===== config.mk =====
export PLATFORM = sky130hd
export DESIGN_NAME = load_store_unit
export DESIGN_NICKNAME = d
export VERILOG_FILES = /design/src/rtl/load_store_unit.sv
export SDC_FILE = /design/constraint.sdc
export NUM_CORES = 1
export LEC_CHECK = 0
export ABC_AREA = 1
export BUFFER_PORTS_ARGS = -buffer_cell sky130_fd_sc_hd__buf_2
export CAP_MARGIN = 20
export CORE_MARGIN = 8
export CORE_UTILIZATION = 45
export CTS_CLUSTER_DIAMETER = 30
export DETAILED_ROUTE_END_ITERATION = 8
export PLACE_DENSITY = 0.74
export SETUP_SLACK_MARGIN = 0.15
export SLEW_MARGIN = 20
export SYNTH_ARGS = -nofsm -noshare
export SYNTH_HDL_FRONTEND = slang
export SYNTH_SLANG_ARGS = --single-unit

===== constraint.sdc =====
create_clock -name clk -period 2.53 [get_ports clk]
set_input_delay 0.506 -clock clk [delete_from_list [all_inputs] [get_ports clk]]
set_output_delay 0.506 -clock clk [all_outputs]
set_load 0.01 [all_outputs]

===== src/rtl/load_store_unit.sv =====
// load_store_unit
//   Single-outstanding RV32I load/store engine in front of a word-wide memory
//   with a combinational read port. Sub-word stores are read-modify-write.
//
//   Ports
//     clk, rst              clock, synchronous active-high reset
//     req_valid/req_ready   request handshake; req_write, req_funct3,
//                           req_addr (byte address), req_wdata (right-aligned)
//     resp_valid            one-cycle completion pulse
//     resp_rdata            extended load result (0 for stores and errors)
//     resp_error            error flag, meaningful only with resp_valid
//     mem_write             one-cycle write strobe
//     mem_address           word index into memory
//     mem_wdata             full write word
//     mem_rdata             combinational read word for mem_address
//     state_dbg             current FSM state, for observation only
//
//   Handshake: a request transfers on a rising edge where req_valid and
//   req_ready are both 1. req_ready is 1 only while idle; the requester holds
//   its request stable until that edge, and req_valid is ignored otherwise.
//
//   Build option: define LSU_MISALIGN_TRAP_EN to report misaligned halfword
//   and word accesses as errors; otherwise they are aligned down silently.

module load_store_unit #(
    parameter int MEM_WORDS = 1024
) (
    input  logic        clk,
    input  logic        rst,
    input  logic        req_valid,
    output logic        req_ready,
    input  logic        req_write,
    input  logic [2:0]  req_funct3,
    input  logic [31:0] req_addr,
    input  logic [31:0] req_wdata,
    output logic        resp_valid,
    output logic [31:0] resp_rdata,
    output logic        resp_error,
    output logic        mem_write,
    output logic [31:0] mem_address,
    output logic [31:0] mem_wdata,
    input  logic [31:0] mem_rdata,
    output logic [1:0]  state_dbg
);

    typedef enum logic [1:0] {
        S_IDLE  = 2'd0,
        S_READ  = 2'd1,
        S_WRITE = 2'd2,
        S_RESP  = 2'd3
    } state_t;

    localparam logic [2:0] F_B  = 3'b000;
    localparam logic [2:0] F_H  = 3'b001;
    localparam logic [2:0] F_W  = 3'b010;
    localparam logic [2:0] F_BU = 3'b100;
    localparam logic [2:0] F_HU = 3'b101;

    // One extra bit so the comparison is safe for any MEM_WORDS up to 2^30.
    localparam logic [30:0] MEM_LIMIT = 31'(MEM_WORDS);

    state_t      state, state_nxt;
    logic [31:0] addr_q;
    logic [2:0]  funct3_q;
    logic        write_q;
    logic [31:0] wdata_q;
    logic        err_q;
    logic [31:0] word_q;
    logic [31:0] mem_addr_q;
    logic        accept;
    logic        req_err;
    logic [7:0]  load_byte;
    logic [15:0] load_half;
    logic [31:0] load_val;
    logic [31:0] store_word;

    assign accept = req_valid && req_ready;

    // Error classification of the request on the input bus.
    always_comb begin
        req_err = 1'b0;
        if (req_write) begin
            if (!(req_funct3 == F_B || req_funct3 == F_H || req_funct3 == F_W))
                req_err = 1'b1;
        end else begin
            if (!(req_funct3 == F_B || req_funct3 == F_H || req_funct3 == F_W ||
                  req_funct3 == F_BU || req_funct3 == F_HU))
                req_err = 1'b1;
        end
        if ({1'b0, req_addr[31:2]} >= MEM_LIMIT)
            req_err = 1'b1;
`ifdef LSU_MISALIGN_TRAP_EN
        if ((req_funct3 == F_H || req_funct3 == F_HU) && req_addr[0])
            req_err = 1'b1;
        if (req_funct3 == F_W && req_addr[1:0] != 2'b00)
            req_err = 1'b1;
`endif
    end

    // State register
    always_ff @(posedge clk) begin
        if (rst) state <= S_IDLE;
        else     state <= state_nxt;
    end

    // Next-state logic
    always_comb begin
        state_nxt = state;
        case (state)
            S_IDLE: begin
                if (accept) begin
                    if (req_err)                 state_nxt = S_RESP;
                    else if (!req_write)         state_nxt = S_READ;
                    else if (req_funct3 == F_W)  state_nxt = S_WRITE;
                    else                         state_nxt = S_READ;  // SB/SH merge
                end
            end
            S_READ:  state_nxt = write_q ? S_WRITE : S_RESP;
            S_WRITE: state_nxt = S_RESP;
            S_RESP:  state_nxt = S_IDLE;
            default: state_nxt = S_IDLE;
        endcase
    end

    // Request capture and read-word register. mem_addr_q only moves for
    // requests that will touch memory, so errors leave the bus untouched.
    always_ff @(posedge clk) begin
        if (rst) begin
            addr_q     <= 32'h0;
            funct3_q   <= 3'b000;
            write_q    <= 1'b0;
            wdata_q    <= 32'h0;
            err_q      <= 1'b0;
            word_q     <= 32'h0;
            mem_addr_q <= 32'h0;
        end else begin
            if (accept) begin
                addr_q   <= req_addr;
                funct3_q <= req_funct3;
                write_q  <= req_write;
                wdata_q  <= req_wdata;
                err_q    <= req_err;
                if (!req_err)
                    mem_addr_q <= {2'b00, req_addr[31:2]};
            end
            if (state == S_READ)
                word_q <= mem_rdata;
        end
    end

    // Load lane selection from the registered read word.
    always_comb begin
        case (addr_q[1:0])
            2'd0:    load_byte = word_q[7:0];
            2'd1:    load_byte = word_q[15:8];
            2'd2:    load_byte = word_q[23:16];
            default: load_byte = word_q[31:24];
        endcase
        load_half = addr_q[1] ? word_q[31:16] : word_q[15:0];
        case (funct3_q)
            F_B:     load_val = {{24{load_byte[7]}}, load_byte};
            F_BU:    load_val = {24'h0, load_byte};
            F_H:     load_val = {{16{load_half[15]}}, load_half};
            F_HU:    load_val = {16'h0, load_half};
            default: load_val = word_q;
        endcase
    end

    // Store word: sub-word stores splice into the word read in READ.
    always_comb begin
        store_word = word_q;
        case (funct3_q)
            F_B: begin
                case (addr_q[1:0])
                    2'd0:    store_word[7:0]   = wdata_q[7:0];
                    2'd1:    store_word[15:8]  = wdata_q[7:0];
                    2'd2:    store_word[23:16] = wdata_q[7:0];
                    default: store_word[31:24] = wdata_q[7:0];
                endcase
            end
            F_H: begin
                if (addr_q[1]) store_word[31:16] = wdata_q[15:0];
                else           store_word[15:0]  = wdata_q[15:0];
            end
            default: store_word = wdata_q;
        endcase
    end

    // Outputs
    always_comb begin
        req_ready   = (state == S_IDLE);
        resp_valid  = (state == S_RESP);
        resp_error  = (state == S_RESP) && err_q;
        resp_rdata  = (state == S_RESP && !write_q && !err_q) ? load_val : 32'h0;
        mem_write   = (state == S_WRITE);
        mem_wdata   = (state == S_WRITE) ? store_word : 32'h0;
        mem_address = mem_addr_q;
        state_dbg   = state;
    end

endmodule


; ---- Yosys cells after proc, flatten, opt, wreduce, memory -nomap -nowiden
; Index checks and enable logic that the tools add are counted.
[word_totals]
ff_bits = 103
out_inout_bits = 102
in_bits = 103
wordCells = 61
[op_classes]
eq_ne = 13
magnitude_cmp = 1
n_reduce_logical = 16
bitwise_logic = 1
mux = 22
[ops]
columns = operator, n
row1 = one-hot mux 32 bit (4 select lines), 1
row2 = two-way mux 32 bit, 2
row3 = one-hot mux 32 bit (2 select lines), 1
row4 = two-way mux 16 bit, 3
row5 = two-way mux 8 bit, 4
row6 = ">= comparator 30 x 11 -> 1 bit, second input constant", 1
row7 = one-hot mux 8 bit (3 select lines), 1
row8 = "== test 3 bit, second input constant", 4
row9 = two-way mux 2 bit, 4
row10 = one-hot mux 2 bit (4 select lines), 1
row11 = "== test 2 bit, second input constant", 3
row12 = "== test 3 x 1 -> 1 bit, second input constant", 2
row13 = logical NOT 3 bit, 2
row14 = two-way mux 1 bit, 5
row15 = "== test 2 x 1 -> 1 bit, second input constant", 2
row16 = logical AND 1 bit, 4
row17 = logical NOT 2 bit, 2
row18 = logical OR 1 bit, 4
row19 = "== test 3 x 2 -> 1 bit, second input constant", 1
row20 = OR reduction 3 bit, 1
row21 = logical NOT 1 bit, 2
row22 = "inequality test 2 x 1 -> 1 bit, second input constant", 1
row23 = AND reduction 2 bit, 1
row24 = NOT 1 bit, 1

; ---- Depth between registers and ports, before layout
[logic_depth]
ltp_word = 11
mapped_depth = 10
ltp_nobuf = 9

; ---- Worst setup path after synthesis
; Ideal clock, no wire load.
[synth_timing]
kind = register to output
startpoint = register state[0] (netlist: state_dbg[0])
endpoint = output resp_rdata[6]
t_arrival_ps = 1675
n_path_buf = 1
stages_incl_launch_ff = 7
required_time_ps = 2024
path_slack_ps = 349
cell_sequence = dfxtp_1 > ha_1 > nand2_1 > nor2_1 > buf_2 > o21ai_0 > a221oi_1
[synth_between]
elab_chain_len = 4
[synth_rtl]
columns = item, line_no
row1 = from (decl), 62  ; state_t state, state_nxt;
row2 = from (signal assigned), 103  ; else state <= state_nxt;
row3 = == test 2 bit, n/a
row4 = via resp_valid, 36  ; output logic resp_valid,
row5 = logical AND 1 bit (2 in a row), 194  ; resp_rdata = (state == S_RESP && !write_q && !err_q) ? load_val : 32'h0;
row6 = two-way mux 32 bit, 194
row7 = to (decl), 37  ; output logic [31:0] resp_rdata,
; The timed path passes the listed nets, and every way through them passes these cells.

; ---- Final worst setup path
[layout_timing]
startpoint = register addr_q[1]
endpoint = output resp_rdata[15]
[layout_between]
elab_chain_len = 4
elab_cells_between_ends = 7
cone_classes = 2 x eq/ne / 4 x mux / 1 x reduce/logical
[layout_rtl]
columns = item, line_no
row1 = from (decl), 63  ; logic [31:0] addr_q;
row2 = from (signal assigned), 138  ; addr_q <= req_addr;
row3 = "== test 2 bit, or another cell as far along", 153  ; case (addr_q[1:0])
row4 = one-hot mux 8 bit (3 select lines), 153
row5 = one-hot mux 32 bit (4 select lines) *, 160  ; case (funct3_q)
row6 = two-way mux 32 bit *, 194
; Mark *: on every way between the ends. The rest lies on a longest branch, timed or not.

==> out/metrics.sh <==
SYNTH_WARNINGS=0
DETAILROUTE.VIA_COUNT=6425
DRCVIOLATIONCOUNT=0
DRT_WL_TOTAL_UM=19720
POST_SYNTH_INSTANCE_AREA_UM2=5525
SYNTH_EDF_COUNT=0
SYNTHARSTFLOPSHARE_PCT=0
TIMING.FINAL.HOLD_VIOLATIONS=0
CTS_TREE='built'
DETAIL_ROUTE.VIAS_PER_CELL=5.279
DATA_ARRIVAL_TIME_OF_THE_CRITICAL_PATH_NS=1.95
ROUTED_WIRE_LENGTH_PER_INSTANCE_UM=16.21
CLOCKROOTBUFFER='clkbuf_16'
NETS=1173
AREA_DELTA_SYNTH_FINAL_PCT=33.47
GRT_MAX_DEGREE=82
GRT_OVERFLOW_TOTAL=0
CRITPATHREQUIREDTIME_NS=2.02
DOMINANT_CELL_BY_COUNT_IN_THE_SYNTHESIZED_NETLIST='nor2_1'
SYNTH_FLOP_CELL='dfxtp_1'
MULTIINPUTGATEAREA_UM2=3073
P_PER_AREA_nW_PER_UM2=733.8
FLOORPLAN.INITIALDENSITY_PCT=46.00
NETLIST.TOP_CELL.BY_AREA='dfxtp_1'
HOLD_BUFFERS=0
NETLIST_TOP_CELLS_COUNT='nor2_1 (179), nand2_1 (153), o21ai_0 (106)'
LAYOUT-DRIVE-GT1-SHARE_PCT=29.19
CRITICALPATHCATEGORY='reg -> out'
FINAL.SETUP.WORST_SLACK_NS=0.07674
FIRST_GLOBAL_VIAS=5892
MAX_FANOUT_ON_CRITICAL_PATH=7
WORST_SETUP_PATH_START_KIND='flip-flop'
DIE_W_UM=126.8
POST-ROUTE-MIN-PERIOD_NS=2.453
GRT_FIRST_PASS_WIRELENGTH_UM=30230
CAP_VIOL_MAX_COUNT=0
POSTSYNTHREGISTERBITS=103
WORST_HOLD_PATH.NUM_CELLS=3
FINALSETUPTNS_NS=0
SYNTH.AREA.TOP_CELLS='dfxtp_1 (37%), nor2_1 (12%), nand2_1 (10%)'
PRE_CTS_SLACK_NS=0.2880
PLACEMENT_ROW_COUNT=40
LEAKAGE_nW=3.866
IRDROPWORSTVDD_V=0.0004466
DESIGN.DIE.AREA_UM2=16080
FINAL.PERIOD_UTILIZATION_PCT=96.97
PLACEABLECOREAREA_UM2=12010
FINALSETUPVIOLCOUNT=0
CLOCK_SINK_COUNT=103
PLACEMENT.IO_BUFFERS=202
INITIALDRTVIOLATIONCOUNT=676
MAXCLOCKFREQUENCY_MHz=407.6
R2R_CELLS=7
FILLERINSTANCES=1195
GROUTE.USAGE.OVERALL_PCT=23.07
CLOCK_LATENCY_REPORTED_FOR_THE_LATE_SIDE_OF_THE_WORST_SKEW_PAIR_NS=0.35
MAX_BUFFERS_ROOT_TO_SINK=2
DR.PASS1.ITERS=6
REPORT.FINAL.SLEW_VIOL_COUNT=0
SEQ_AREA_UM2=2082
MAXIMUM_LEVEL_OF_THE_CTS_H_TREE=3
SHARE_OF_THE_YOSYS_CHIP_AREA_BELONGING_TO_REGISTERS_PCT=37.32
HOLDCRITPATHCLASS='in -> reg'
OUTCOME='complete, no violations'
DIEHEIGHT_UM=126.8
GRT_SETUP_UNREPAIRED='true'
WORST_CLOCK_SKEW_NS=0.006462
WORST-SLEW-PIN-TRANSITION_NS=0.6191
NUM_IO_PINS=205
WORST_SETUP_PATH_END_KIND='primary output'
DETAILED_PLACE_HPWL_UM=14440
SYNTH.AVG_CELL_AREA_UM2=6.402
DRT.ANTENNA.VIOLATING_NETS=0
AREA_SHARE_OF_THE_LARGEST_CELL_TYPE_AFTER_SYNTHESIS_PCT=37.32
CLK_PIN_SLEW_WORST_PATHS_NS=0.06
GP_CONGESTION=0.9470
ANTENNA_FOUND_INITIAL=2
SYNTHESIS.INSTANCES=863
SYNTHDISTINCTLIBCELLS=38
RELSLEWSLACK_PCT=58.63
CTS_BUFFERS=9
report_power, final:
group,internal (mW),switching (mW)
clock,0.780,0.593
combinational,0.698,1.23
sequential,1.85,0.262
path summary, 6_finish.rpt:
| path | startpoint | endpoint | slack [ns] |
|---|---|---|---|
| setup / recovery | addr_q[1]$_SDFFE_PP0P_ | resp_rdata[15] | 0.08 |
| hold / removal | mem_rdata[3] | word_q[3]$_SDFFE_PP0N_ | 0.38 |
| setup reg to reg | state_dbg[0]$_SDFFE_PP0P_ | mem_address[28]$_SDFFE_PP0P_ | 0.72 |
| hold reg to reg | mem_address[21]$_SDFFE_PP0P_ | mem_address[21]$_SDFFE_PP0P_ | 0.44 |
placed cells by master (no fill, tap or decap), types with 7 or more instances in the layout:
cell,count
buf_2,199
nor2_2,12
o22ai_1,7
o21ai_1,8
dfxtp_1,97
o21bai_1,7
buf_4,28
nor2_1,166
nand3_1,65
a21oi_1,55
nor2_4,7
nand2_1,150
inv_1,82
clkbuf_16,9
o21ai_0,98
state kept, by name (all words and copies together), names as in the netlist:
name / cells
state_dbg: 2
write_q: 1
funct3_q: 3
wdata_q: 32
word_q: 32
mem_address: 30
err_q: 1
addr_q: 2
metal layers:
layer | wire, um | GRT usage (%) | vias up
li1 | - | - | 3180
met1 | 7656 | 27.83 | 2818
met2 | 8920 | 36.48 | 373
met3 | 2636 | 9.845 | 52
met4 | 495 | 6.858 | 2
met5 | 13 | 0 | -
final cells by class:
cell class                 instances  share of cell area, %
sequential                       103                  28.23
multi-input combinational        619                  41.67
clock buffer                      10                  3.241
clock inverter                     4                 0.6447
timing repair buffer             237                  18.48
inverter                          96                  5.209
tap                              147                  2.494
antenna                            1                0.03393
cell families after synthesis:
| family | count (synthesis) | share of synthesized area, % |
|---|---|---|
| fa+ha+maj | 4 | 0.9058 |
| flops | 103 | 37.32 |
| other cells | 1 | 0.06787 |
| simple gates | 419 | 31.95 |
| buf+inv | 144 | 10.53 |
| compound gates | 192 | 19.23 |
metrics by stage:
step | util (%) | hold WS [ns] | cell area [um2] | total power, mW | std cells
after global routing | 61.38 | 0.3852 | 7372 | 5.715 | 1216
after detailed placement | 55.31 | 0.4260 | 6644 | 3.757 | 1180
final | 61.40 | 0.3839 | 7375 | 5.412 | 1217
after global placement | 55.31 | 0.4226 | 6644 | 3.746 | 1180
after floorplan | - | 0.4487 | 5529 | 3.190 | 864
after CTS | 58.95 | 0.3793 | 7081 | 5.206 | 1207
critical path, cell delays in order, from the launching register on:
cell and delay, ns:
dfxtp_4 0.39, o21ai_0 0.32, nand3_1 0.24, o211ai_4 0.15, buf_4 0.18, nand3_1 0.06
nand3_1 0.07, inv_1 0.05, buf_2 0.13
repair_timing:
action                                  CTS  global route
resized for setup                        15            65
cloned                                    1             1
endpoints found under the setup margin   60            63
pin swaps                                 5            13
setup buffers                            12             8
Note: power is estimated with default switching activity, not from simulation.
